[config.mk]
export PLATFORM = sky130hd
export DESIGN_NAME = sram_req_ctrl
export DESIGN_NICKNAME = d
export VERILOG_FILES = /design/src/rtl/sram_req_ctrl.sv
export SDC_FILE = /design/constraint.sdc
export NUM_CORES = 1
export LEC_CHECK = 0
export ABC_AREA = 1
export ABC_CLOCK_PERIOD_IN_PS = 2400
export BUFFER_PORTS_ARGS = -buffer_cell sky130_fd_sc_hd__buf_2
export CAP_MARGIN = 10
export CORE_MARGIN = 2
export CORE_UTILIZATION = 41
export DETAILED_ROUTE_END_ITERATION = 8
export HOLD_SLACK_MARGIN = 0.12
export MAX_ROUTING_LAYER = met4
export PLACE_DENSITY = 0.76
export SYNTH_ARGS = -nofsm -noshare
export SYNTH_HDL_FRONTEND = slang
export SYNTH_SLANG_ARGS = --single-unit
[constraint.sdc]
create_clock -name clk_i -period 2.4 [get_ports clk_i]
set_input_delay 0.12 -clock clk_i [delete_from_list [all_inputs] [get_ports clk_i]]
set_output_delay 0.12 -clock clk_i [all_outputs]
set_load 0.1 [all_outputs]
[src/rtl/sram_req_ctrl.sv]
// Single-outstanding request controller that drives an OpenRAM-style single-port SRAM macro.
// Byte-addressed valid/ready requests become one registered SRAM strobe and one registered response.
module sram_req_ctrl #(
  parameter int DATA_WIDTH   = 32,
  parameter int ADDR_WIDTH   = 12,
  parameter int READ_LATENCY = 1
) (
  input  logic                  clk_i,
  input  logic                  rst_i,
  input  logic                  req_valid_i,
  output logic                  req_ready_o,
  input  logic                  req_we_i,
  input  logic [31:0]           req_addr_i,
  input  logic [DATA_WIDTH-1:0] req_wdata_i,
  input  logic [3:0]            req_be_i,
  output logic                  rsp_valid_o,
  input  logic                  rsp_ready_i,
  output logic [DATA_WIDTH-1:0] rsp_rdata_o,
  output logic                  rsp_err_o,
  output logic                  sram_csb_o,
  output logic                  sram_web_o,
  output logic [3:0]            sram_wmask_o,
  output logic [ADDR_WIDTH-1:0] sram_addr_o,
  output logic [DATA_WIDTH-1:0] sram_wdata_o,
  input  logic [DATA_WIDTH-1:0] sram_rdata_i
);

  typedef enum logic [1:0] {IDLE, ISSUE, WAIT, RESP} state_t;

  localparam logic [3:0] LAT = 4'(READ_LATENCY);

  state_t     state, state_nxt;
  logic       we_q;
  logic [3:0] cnt;
  logic       accept;
  logic       addr_err;

  assign accept   = req_valid_i && (state == IDLE);
  // Misaligned byte addresses and anything beyond the macro's word range are rejected.
  assign addr_err = (req_addr_i[1:0] != 2'b00) || ((req_addr_i >> (ADDR_WIDTH + 2)) != '0);

  always_ff @(posedge clk_i or posedge rst_i) begin
    if (rst_i) state <= IDLE;
    else       state <= state_nxt;
  end

  always_comb begin
    state_nxt   = state;
    req_ready_o = 1'b0;
    rsp_valid_o = 1'b0;
    case (state)
      IDLE: begin
        req_ready_o = 1'b1;
        if (accept) state_nxt = addr_err ? RESP : ISSUE;
      end
      ISSUE: state_nxt = we_q ? RESP : WAIT;
      WAIT:  if (cnt == 4'd1) state_nxt = RESP;
      RESP: begin
        rsp_valid_o = 1'b1;
        if (rsp_ready_i) state_nxt = IDLE;
      end
      default: state_nxt = IDLE;
    endcase
  end

  // SRAM pins return to their idle values every cycle unless a strobe is being launched.
  always_ff @(posedge clk_i or posedge rst_i) begin
    if (rst_i) begin
      sram_csb_o   <= 1'b1;
      sram_web_o   <= 1'b1;
      sram_wmask_o <= 4'd0;
      sram_addr_o  <= '0;
      sram_wdata_o <= '0;
      we_q         <= 1'b0;
      cnt          <= 4'd0;
      rsp_err_o    <= 1'b0;
      rsp_rdata_o  <= '0;
    end else begin
      sram_csb_o   <= 1'b1;
      sram_web_o   <= 1'b1;
      sram_wmask_o <= 4'd0;
      sram_addr_o  <= '0;
      sram_wdata_o <= '0;
      case (state)
        IDLE: begin
          if (accept) begin
            we_q <= req_we_i;
            if (addr_err) begin
              rsp_err_o   <= 1'b1;
              rsp_rdata_o <= '0;
            end else begin
              sram_csb_o   <= 1'b0;
              sram_web_o   <= ~req_we_i;
              sram_wmask_o <= req_we_i ? req_be_i : 4'd0;
              sram_addr_o  <= req_addr_i[ADDR_WIDTH+1:2];
              sram_wdata_o <= req_we_i ? req_wdata_i : '0;
            end
          end
        end
        ISSUE: begin
          if (we_q) begin
            rsp_err_o   <= 1'b0;
            rsp_rdata_o <= '0;
          end else begin
            cnt <= LAT;
          end
        end
        WAIT: begin
          cnt <= cnt - 4'd1;
          if (cnt == 4'd1) rsp_rdata_o <= sram_rdata_i;
        end
        RESP: begin
          if (rsp_ready_i) begin
            rsp_err_o   <= 1'b0;
            rsp_rdata_o <= '0;
          end
        end
        default: ;
      endcase
    end
  end

endmodule

# After elaboration in Yosys (flattened, before gate mapping)
# Cells that the tools add are included.
[classes]
addsub = 1
eq_ne = 10
mux = 38
bitwise_logic = 1
reduce_logical = 12
[op_table]
columns = ["operator", "count"]
rows = [
  ["32-bit two-way mux", 9],
  ["32-bit case mux with 4 select lines", 1],
  ["12-bit two-way mux", 3],
  ["32-bit nonzero test", 1],
  ["4-bit two-way mux", 5],
  ["1-bit two-way mux", 13],
  ["2-bit != test, second input constant", 6],
  ["5-bit AND reduction", 2],
  ["2-bit two-way mux", 4],
  ["2-bit case mux with 4 select lines", 1],
  ["4-bit case mux with 2 select lines", 1],
  ["2-bit equality test, second input constant", 2],
  ["4-bit by 1-bit equality test with 1-bit output, second input constant", 1],
  ["2-bit AND reduction", 2],
  ["2-bit nonzero test", 2],
  ["4-bit by 1-bit subtractor with 4-bit output, second input constant", 1],
  ["1-bit case mux with 3 select lines", 1],
  ["3-bit AND reduction", 1],
  ["3-bit nonzero test", 1],
  ["2-bit by 1-bit equality test with 1-bit output, second input constant", 1],
  ["2-bit zero test", 1],
  ["1-bit logical AND", 1],
  ["1-bit logical OR", 1],
  ["1-bit NOT", 1],
]
[word_totals]
regBits = 90
inputBits = 105
out_inout_bits = 85
elab_cells = 72

# Depth between registers and ports, before layout
# Gate-level depths: netlist of the first run.
[logic_depth]
ltp_word = 5
mapped_depth = 11
ltp_nobuf = 10

# Least setup slack after synthesis of the first run
# Ideal clock, no wire load.
[synth_path]
path_kind = "register to register"
startpoint = "reg state[0]"
endpoint = "reg sram_wdata_o[22]"
setup_time_ps = 71
arrival_time_ps = 2232
required_time_ps = 2329
slack_ps = 96
stages_incl_launch_ff = 10
path_buffers = 1
synth_period_minus_slack_ps = 2304
path_cell_list = "dfrtp_1 -> inv_1 -> ha_1 -> nand2_1 -> nor2_1 -> nand2_1 -> nor2_2 -> nand4_4 -> buf_6 -> nor2_1"
[synth_between]
elab_chain_cells = 4
[synth_rtl]
columns = ["item", "line", "source"]
rows = [
  ["from (decl)", "32", "state_t state, state_nxt;"],
  ["from (signal assigned)", "44", "else state <= state_nxt;"],
  ["2-bit zero test *", "38, 84", ""],
  ["1-bit logical AND", "38", "assign accept = req_valid_i && (state == IDLE);"],
  ["32-bit two-way mux", "86", "if (accept) begin"],
  ["32-bit two-way mux *", "84", "case (state)"],
  ["to (signal assigned)", "96", "sram_wdata_o <= req_we_i ? req_wdata_i : '0;"],
  ["to (decl)", "24", "output logic [DATA_WIDTH-1:0] sram_wdata_o,"],
]
# Mark *: on every way between the ends. The rest lies on a longest branch, timed or not.
# A chain may end at the register's enable or synchronous reset.

# Worst setup path in the final report of the first run
[layout_path]
startpoint = "reg state[0]"
endpoint = "reg sram_wdata_o[19]"
# The elaborated chain is that of the path after synthesis.

==> results of run 1 <==
layout by cell type (no fill, tap or decap):
| cell type | n |
|---|---|
| ha_1 | 6 |
| nand4_4 | 1 |
| buf_2 | 189 |
| xor2_1 | 1 |
| nand4_1 | 2 |
| nand2_2 | 2 |
| dlygate4sd3_1 | 83 |
| dfrtp_1 | 88 |
| inv_1 | 69 |
| o22ai_1 | 1 |
| buf_12 | 2 |
| dfstp_2 | 2 |
| nand3b_1 | 33 |
| clkbuf_1 | 1 |
| nor2_4 | 2 |
| a31oi_1 | 2 |
| nor2_2 | 3 |
| inv_2 | 2 |
| nand2_1 | 119 |
| or2_1 | 1 |
| a21oi_1 | 2 |
| clkinvlp_4 | 2 |
| nor2_1 | 63 |
| nand3_1 | 6 |
| buf_4 | 4 |
| inv_6 | 2 |
| inv_8 | 1 |
| nand3_2 | 1 |
| nor3_1 | 1 |
| o21ai_0 | 5 |
| clkbuf_8 | 9 |
| bufinv_16 | 2 |
area by class of cell:
type	instances	area [µm²]	area share (%)
Clock inverter	6	96.34	1.620
Timing Repair Buffer	278	1847	31.06
Clock buffer	10	127.6	2.146
Inverter	72	274.0	4.609
Sequential cell	90	2255	37.92
Multi-Input combinational cell	251	1207	20.31
Tap cell	111	138.9	2.336
cell families (layout without fill, tap and decap cells):
group | Yosys count | count (layout) | synth area share (%)
AOI/OAI and AO/OA | 10 | 10 | 1.398
xor gates and xnor gates | 1 | 1 | 0.2276
and+or+nand+nor | 234 | 234 | 27.80
DFF | 90 | 90 | 58.58
adders and majority gates | 6 | 6 | 1.951
buffers and inverters | 89 | 366 | 10.05
synth_stat cells, drive strengths merged:
cell type	n
a21oi	2
a31oi	2
buf	13
clkbuf	4
dfrtp	88
dfstp	2
ha	6
inv	72
nand2	121
nand3	7
nand3b	33
nand4	3
nor2	68
nor3	1
o21ai	5
o22ai	1
or2	1
xor2	1
registers in the layout, summed over array words and instances (netlist names):
register and count:
sram_wmask_o 4, sram_csb_o 1, sram_addr_o 12, rsp_rdata_o 32
rsp_err_o 1, we_q 1, state 2, sram_wdata_o 32
sram_web_o 1, cnt 4
final timing paths:
| kind | start | to | slack (ps) | depth (start not counted) |
|---|---|---|---|---|
| worst max-delay path | state[0] | sram_wdata_o[19] | 290 | 8 |
| min in group asynchronous | rst_i | rsp_rdata_o[19] | 320 | 3 |
| worst min register to register | rsp_rdata_o[17] | rsp_rdata_o[17] | 470 | 2 |
| worst min-delay path | rsp_ready_i | rsp_err_o | 260 | 7 |
| worst max register to register | state[0] | sram_wdata_o[19] | 290 | 8 |
| max in group asynchronous | rst_i | rsp_rdata_o[4] | 1420 | 4 |
routing by layer:
metal / share of wire [%] / routed length (µm) / GRT usage, %
met3: 4.8 / 526 / 4.646
met1: 39 / 4346 / 25.02
met4: 3.9 / 436 / 9.589
met2: 52 / 5734 / 38.77
met5: 0 / 0 / -
timing repair:
item,4_1_cts,5_1_grt
hold buffers,83,0
endpoints found under the hold margin,97,0
endpoints found under the setup margin,0,0
setup buffers,0,0
through the flow:
stage	hold WS, ps	instance area, µm²
floorplan	225.7	3852
global placement	160.1	4891
detailed placement	148.8	4891
CTS	249.2	5946
global route	308.4	5946
finish	263.5	5946
worst min-delay path, cell delays in order:
cell     delay, ps
buf_2          100
inv_1           50
nand2_1         40
nand2_1         80
nor3_1          60
nand3_1         80
nand2_1         60
power by group through the flow:
stage,Clock [µW],Sequential [µW],Combinational (µW)
after floorplan,0,4080,1330
after global placement,0,2070,3990
after detailed placement,0,2080,4040
after CTS,1190,2050,4160
after global routing,1260,2080,4420
final,1160,2050,4150
==> impl_results.md, run 1 <==
* Worst Skew at between 10 and 15 ps
* Worst Path Class, Setup: reg -> reg
* Vias in the first global route at a little under 4,000
* Worst slew pin tran at about 560 ps
* Clock transition at the registers of the reported paths at approximately 90 ps
* Post-CTS Resized at 0
* Die Footprint at ~10,000 µm²
* Fin Setup TNS at 0 ps
* Switching Share at between 50 and 60%
* Total number of vias at about 3,700
* Crit path max-delay family: simple AND/OR/NAND/NOR gates
* Root buffer cell: clkbuf_8
* Clock share of power at ~16%
* Worst vdd ir at 870.0 µV
* Hold Path Class: in -> reg
* CTS tree: done
* H-tree levels at 3
* Crit Path Max Fanout at 37
* Initial core utilization at a little over two fifths
* Iter 0 DRT Violations at 139
* Power Total at 7366 µW
* Rel. slew slack at between 60% and 70%
* Cts bufs inserted at 9
* Final setup viols at 0
* Gr usage total at between 20 and 25%
* Vias/cell at roughly 4.6
* Total Routed Length at 11,040 µm
* Status: finished, final reports clean
* Row cnt at 35
* Top-area cell type share of the netlist area at 57.22%
* Comb power frac at 56.4%
* Cells after Synth at 430
* Fin crit period at ~2100 ps
* Crit path largest cell delay at around 450 ps
* Routed WL per cell at 13.50 µm
* Fill count at 710
* CTS Sinks at 90
* Pins Over Slew Limit at 0
* CP Capture Type: flip-flop
* Layout cells sized above 1 at a little under a third
* Synth warnings at 0
* Worst skew pair latency at 360 ps
* Sw power at slightly above 4000 µW
* First-pass GRT wire length at ~17,000 µm
* Fmax at between 0.4 and 0.5 GHz
* Initial antenna violation count at 0
* Worst path required time at approximately 2700 ps
* Die width at between 100 and 150 µm
* RSZ-0062 raised after global routing: false
* Power Density at 1239 nW/µm²
* Synth Net Count at 541
* Top cell type by total area after synthesis: dfrtp_1
* Sequential share of power at approximately 28%
* DRC violations left at 0
* Non-filler cells, final at 818
* Static leakage at approximately 0.0036 µW
* Gp weighted congestion at approximately 0.77
* Die Span Y at a little over 100 µm
* Placed Cells at between 700 and 800
* Post-synthesis register bit count at 90
* # port buffers at approximately 190
* Boundary Pins at 190
* Final core utilization at approximately two thirds
* Nets at 813
* Dominant cells by area after synthesis: dfrtp_1 57%, nand2_1 12%, inv_1 6.8%, nand3b_1 6.4%, nor2_1 6.1%
* Crit path cell chain: inv_1 > ha_1 > nand2_1 > nor2_1 > nand2_1 > nor2_2 > nand4_4 > nor2_1
* Slack of the critical path at 290.6 ps
* CP Launch Type: flip-flop
* Slowest cell on the critical path: nand4_4
* Buf/Inv on CP at 1
* DR pass1 iterations at 4
* DRT antenna net count at 0
* CTS max path bufs at 2
* Core ar. at 9153 µm²
* Sequential-to-total area share from yosys stat at between 50% and 60%
* Pin count of the biggest net entering global routing at 51
* Distinct cells, synth at 26
* Crit path DAT at roughly 2400 ps
* Final hold viol count at 0
* Post-Syn Area at 3849 µm²
* Syn Area/Cell at roughly 9 µm²
* Dpl hpwl at 6802 µm
* P_int at between 3000 and 4000 µW
* GRT overflow at 0
* Fin crit share at roughly 88%
* Ant. Diodes at 0
* Max-cap violations at 0
* Place WS at around 330 ps
* Area growth, synth to finish at 54.49%
No activity file was read; power rests on OpenSTA's default activity.
==> run 2: changes to the inputs <==
ABC_AREA = not set   (was 1)
CORE_UTILIZATION = 40   (was 41)
PLACE_DENSITY = not set   (was 0.76)
PLACE_DENSITY_LB_ADDON = 0.05   (was not set)
==> impl_results.md, run 2 <==
* Fmax at between 0.4 and 0.5 GHz
* Die Span Y at slightly below 100 µm
* Vias/cell at 4.683
* Total Routed Length at about 10,000 µm
* Leading cell type in the layout, fill and taps excluded: buf_2
* Uppermost layer routed: met4
* Rel. slew slack at around 66%
* P_int at between 3000 and 4000 µW
* # port buffers at about 190
* Ant. Diodes at 0
* Power Density at 1278 nW/µm²
* Ys flop type: dfrtp_1
* Final core utilization at between 60% and 70%
* DRT antenna net count at 0
* Hold Path Class: in -> reg
* Fin crit period at ~2200 ps
* CTS Sinks at 90
* Layout cells sized above 1 at 42.66%
* Syn Area/Cell at around 11 µm²
* Worst slew pin tran at 512.3 ps
* R2r worst-path depth at 8
* CTS tree: done
* Row cnt at 34
* Async SR Flop Fraction at 100.0%
* Iter 0 DRT Violations at 74
* Most numerous cell in the Yosys netlist: dfrtp_1
* Static leakage at ~0.0032 µW
* Gp weighted congestion at 0.8318
* Max-cap violations at 0
* DRC violations left at 0
* Top-area cell type share of the netlist area at 61.62%
* Power Total at 7327 µW
* Core ar. at just under 9000 µm²
* Routed WL per cell at about 14 µm
* Cells after Synth at 313
* Synth Net Count at 424
* M1 WL at slightly below 4000 µm
* Root buffer cell: clkbuf_8
* Boundary Pins at 190
* Initial core utilization at around two fifths
* Met2 Wirelength at between 5000 and 6000 µm
* CP Capture Type: flip-flop
* Final hold viol count at 0
* Vias in the first global route at 3,350
* CTS max path bufs at 2
* R2R Setup Slk at between 150 and 200 ps
* Sw power at about 3800 µW
* Worst vdd ir at 587.5 µV
* Die Footprint at 9705 µm²
* Hold Path Depth at 3
* Total number of vias at around 3,300
* Worst path required time at roughly 2700 ps
* Metal3 WL at between 800 and 900 µm
* Hold worst-path end: we_q
* Post-synthesis register bit count at 90
* First-pass GRT wire length at 15,750 µm
* Pin count of the biggest net entering global routing at between 80 and 90
* Clock transition at the registers of the reported paths at around 80 ps
* Sequential share of power at a little over a quarter
* Synth warnings at 0
* Hold WS at around 150 ps
* H-tree levels at 3
* Top Registers: rsp_rdata_o (32), sram_wdata_o (32), sram_addr_o (12)
* Area growth, synth to finish at 60.40%
* Final setup viols at 0
* Nets at slightly below 700
* Gr usage total at roughly a fifth
* Cts bufs inserted at 9
* Post-CTS Resized at 0
* Top cell type by total area after synthesis: dfrtp_1
* DR pass1 iterations at 4
* Most frequent cells after synthesis: 88 x dfrtp_1, 71 x nand2_1, 36 x and3_1
* Critical hold path startpoint: req_valid_i
* Switching Share at 51.69%
* Clock share of power at 18.1%
* RSZ-0062 raised after global routing: false
* Dpl hpwl at between 6000 and 7000 µm
* Status: finished, final reports clean
* Crit path DAT at 2500 ps
* Worst Skew at between 8 and 9 ps
* GRT overflow at 0
* Distinct cells, synth at 30
* Post-Syn Area at around 3600 µm²
* Comb power frac at between 50% and 60%
* Worst Path Class, Setup: reg -> reg
* Worst skew pair latency at ~350 ps
* R2R Path Start: state[0]
* Initial antenna violation count at 0
* Dominant cells by area after synthesis: dfrtp_1 62%, nand2_1 7.5%, o21ai_2 6.9%, and3_1 6.3%, and2_1 2.3%
* Sequential-to-total area share from yosys stat at between 60% and 70%
* Fin Setup TNS at 0 ps
* Pins Over Slew Limit at 0
* Die width at a little under 100 µm
* Most frequent cells in the layout: 189 x buf_2, 88 x dfrtp_1, 81 x dlygate4sd3_1, 71 x nand2_1, 36 x and3_1
* R2r endpoint: rsp_rdata_o[24]
* Crit Path Max Fanout at 32
* Post CTS Setup Buffer Count at 0
* Fin crit share at slightly above 90%
* Post-synth EDFFs at 0
* CP Launch Type: flip-flop
## run 2: cell types whose count changed after synthesis, moves of 4 or more
cell,before,now
nand2_1,119,71
nand3_1,6,0
o21ai_1,0,4
and2_1,0,13
buf_2,6,0
and3_1,0,36
inv_1,70,9
nor2_1,63,6
nand3b_1,33,1
clkbuf_1,4,12
o21ai_2,0,28
## run 2: repair_timing
action | 4_1_cts | 5_1_grt
hold endpoints to repair | 168 | 0
hold buffers | 81 | 0
setup endpoints to repair | 0 | 3
## run 2: how the worst max path moves through the flow
stage	slack (ps)	to	cells past startpoint	start
floorplan	30	sram_web_o	8	state[0]
global placement	340	rsp_rdata_o[26]	9	cnt[1]
detailed placement	210	rsp_rdata_o[22]	8	state[0]
CTS	180	rsp_rdata_o[27]	8	state[0]
global route	30	rsp_rdata_o[24]	8	state[0]
finish	180	rsp_rdata_o[24]	8	state[0]
## run 2: stage by stage
stage               cells  cell area (µm²)  worst slack [ps]
floorplan             313             3582             33.51
global placement      597             4634             336.1
detailed placement    597             4634             212.7
CTS                   693             5707             179.6
global route          694             5732             28.42
finish                694             5732             177.5
## run 2: layer usage
metal	up-vias	global-route usage [%]
met5	-	-
met4	0	9.168
met3	22	6.738
met1	1505	24.01
met2	142	34.48
li1	1581	-
## run 2: power by group through the flow
stage	combinational [µW]	sequential, µW	clock [µW]
global route	4240	2050	1420
global placement	3750	2030	0
detailed placement	3790	2040	0
CTS	3890	2010	1360
floorplan	1480	3800	0
finish	3990	2010	1330
## run 2: cell families (layout without fill, tap and decap cells)
group | Yosys count | count (layout) | share of synthesized area, %
flip-flops | 90 | 90 | 63.10
adder cells (fa/ha/maj) | 6 | 6 | 2.101
AO/OA/AOI/OAI | 44 | 44 | 10.08
buffers and inverters | 28 | 301 | 4.201
multiplexers | 3 | 3 | 0.9103
AND/OR/NAND/NOR | 142 | 142 | 19.61
## run 2: worst max-delay path, stage by stage (launching register included)
cell and delay (ps):
dfrtp_1 440, inv_1 110, ha_2 240, nor4b_1 270, nand4_1 280, o211ai_4 340
clkbuf_16 310, nand2_1 90, o21ai_2 50
## run 2: cell type report
| type | instances | area [µm²] |
|---|---|---|
| fill | 685 | 2947 |
| sequential | 90 | 2255 |
| timing repair buffer | 277 | 1864 |
| multi-input combinational | 195 | 1179 |
| clock inverter | 6 | 137.6 |
| tap | 108 | 135.1 |
| clock buffer | 9 | 123.9 |
| inverter | 9 | 37.54 |
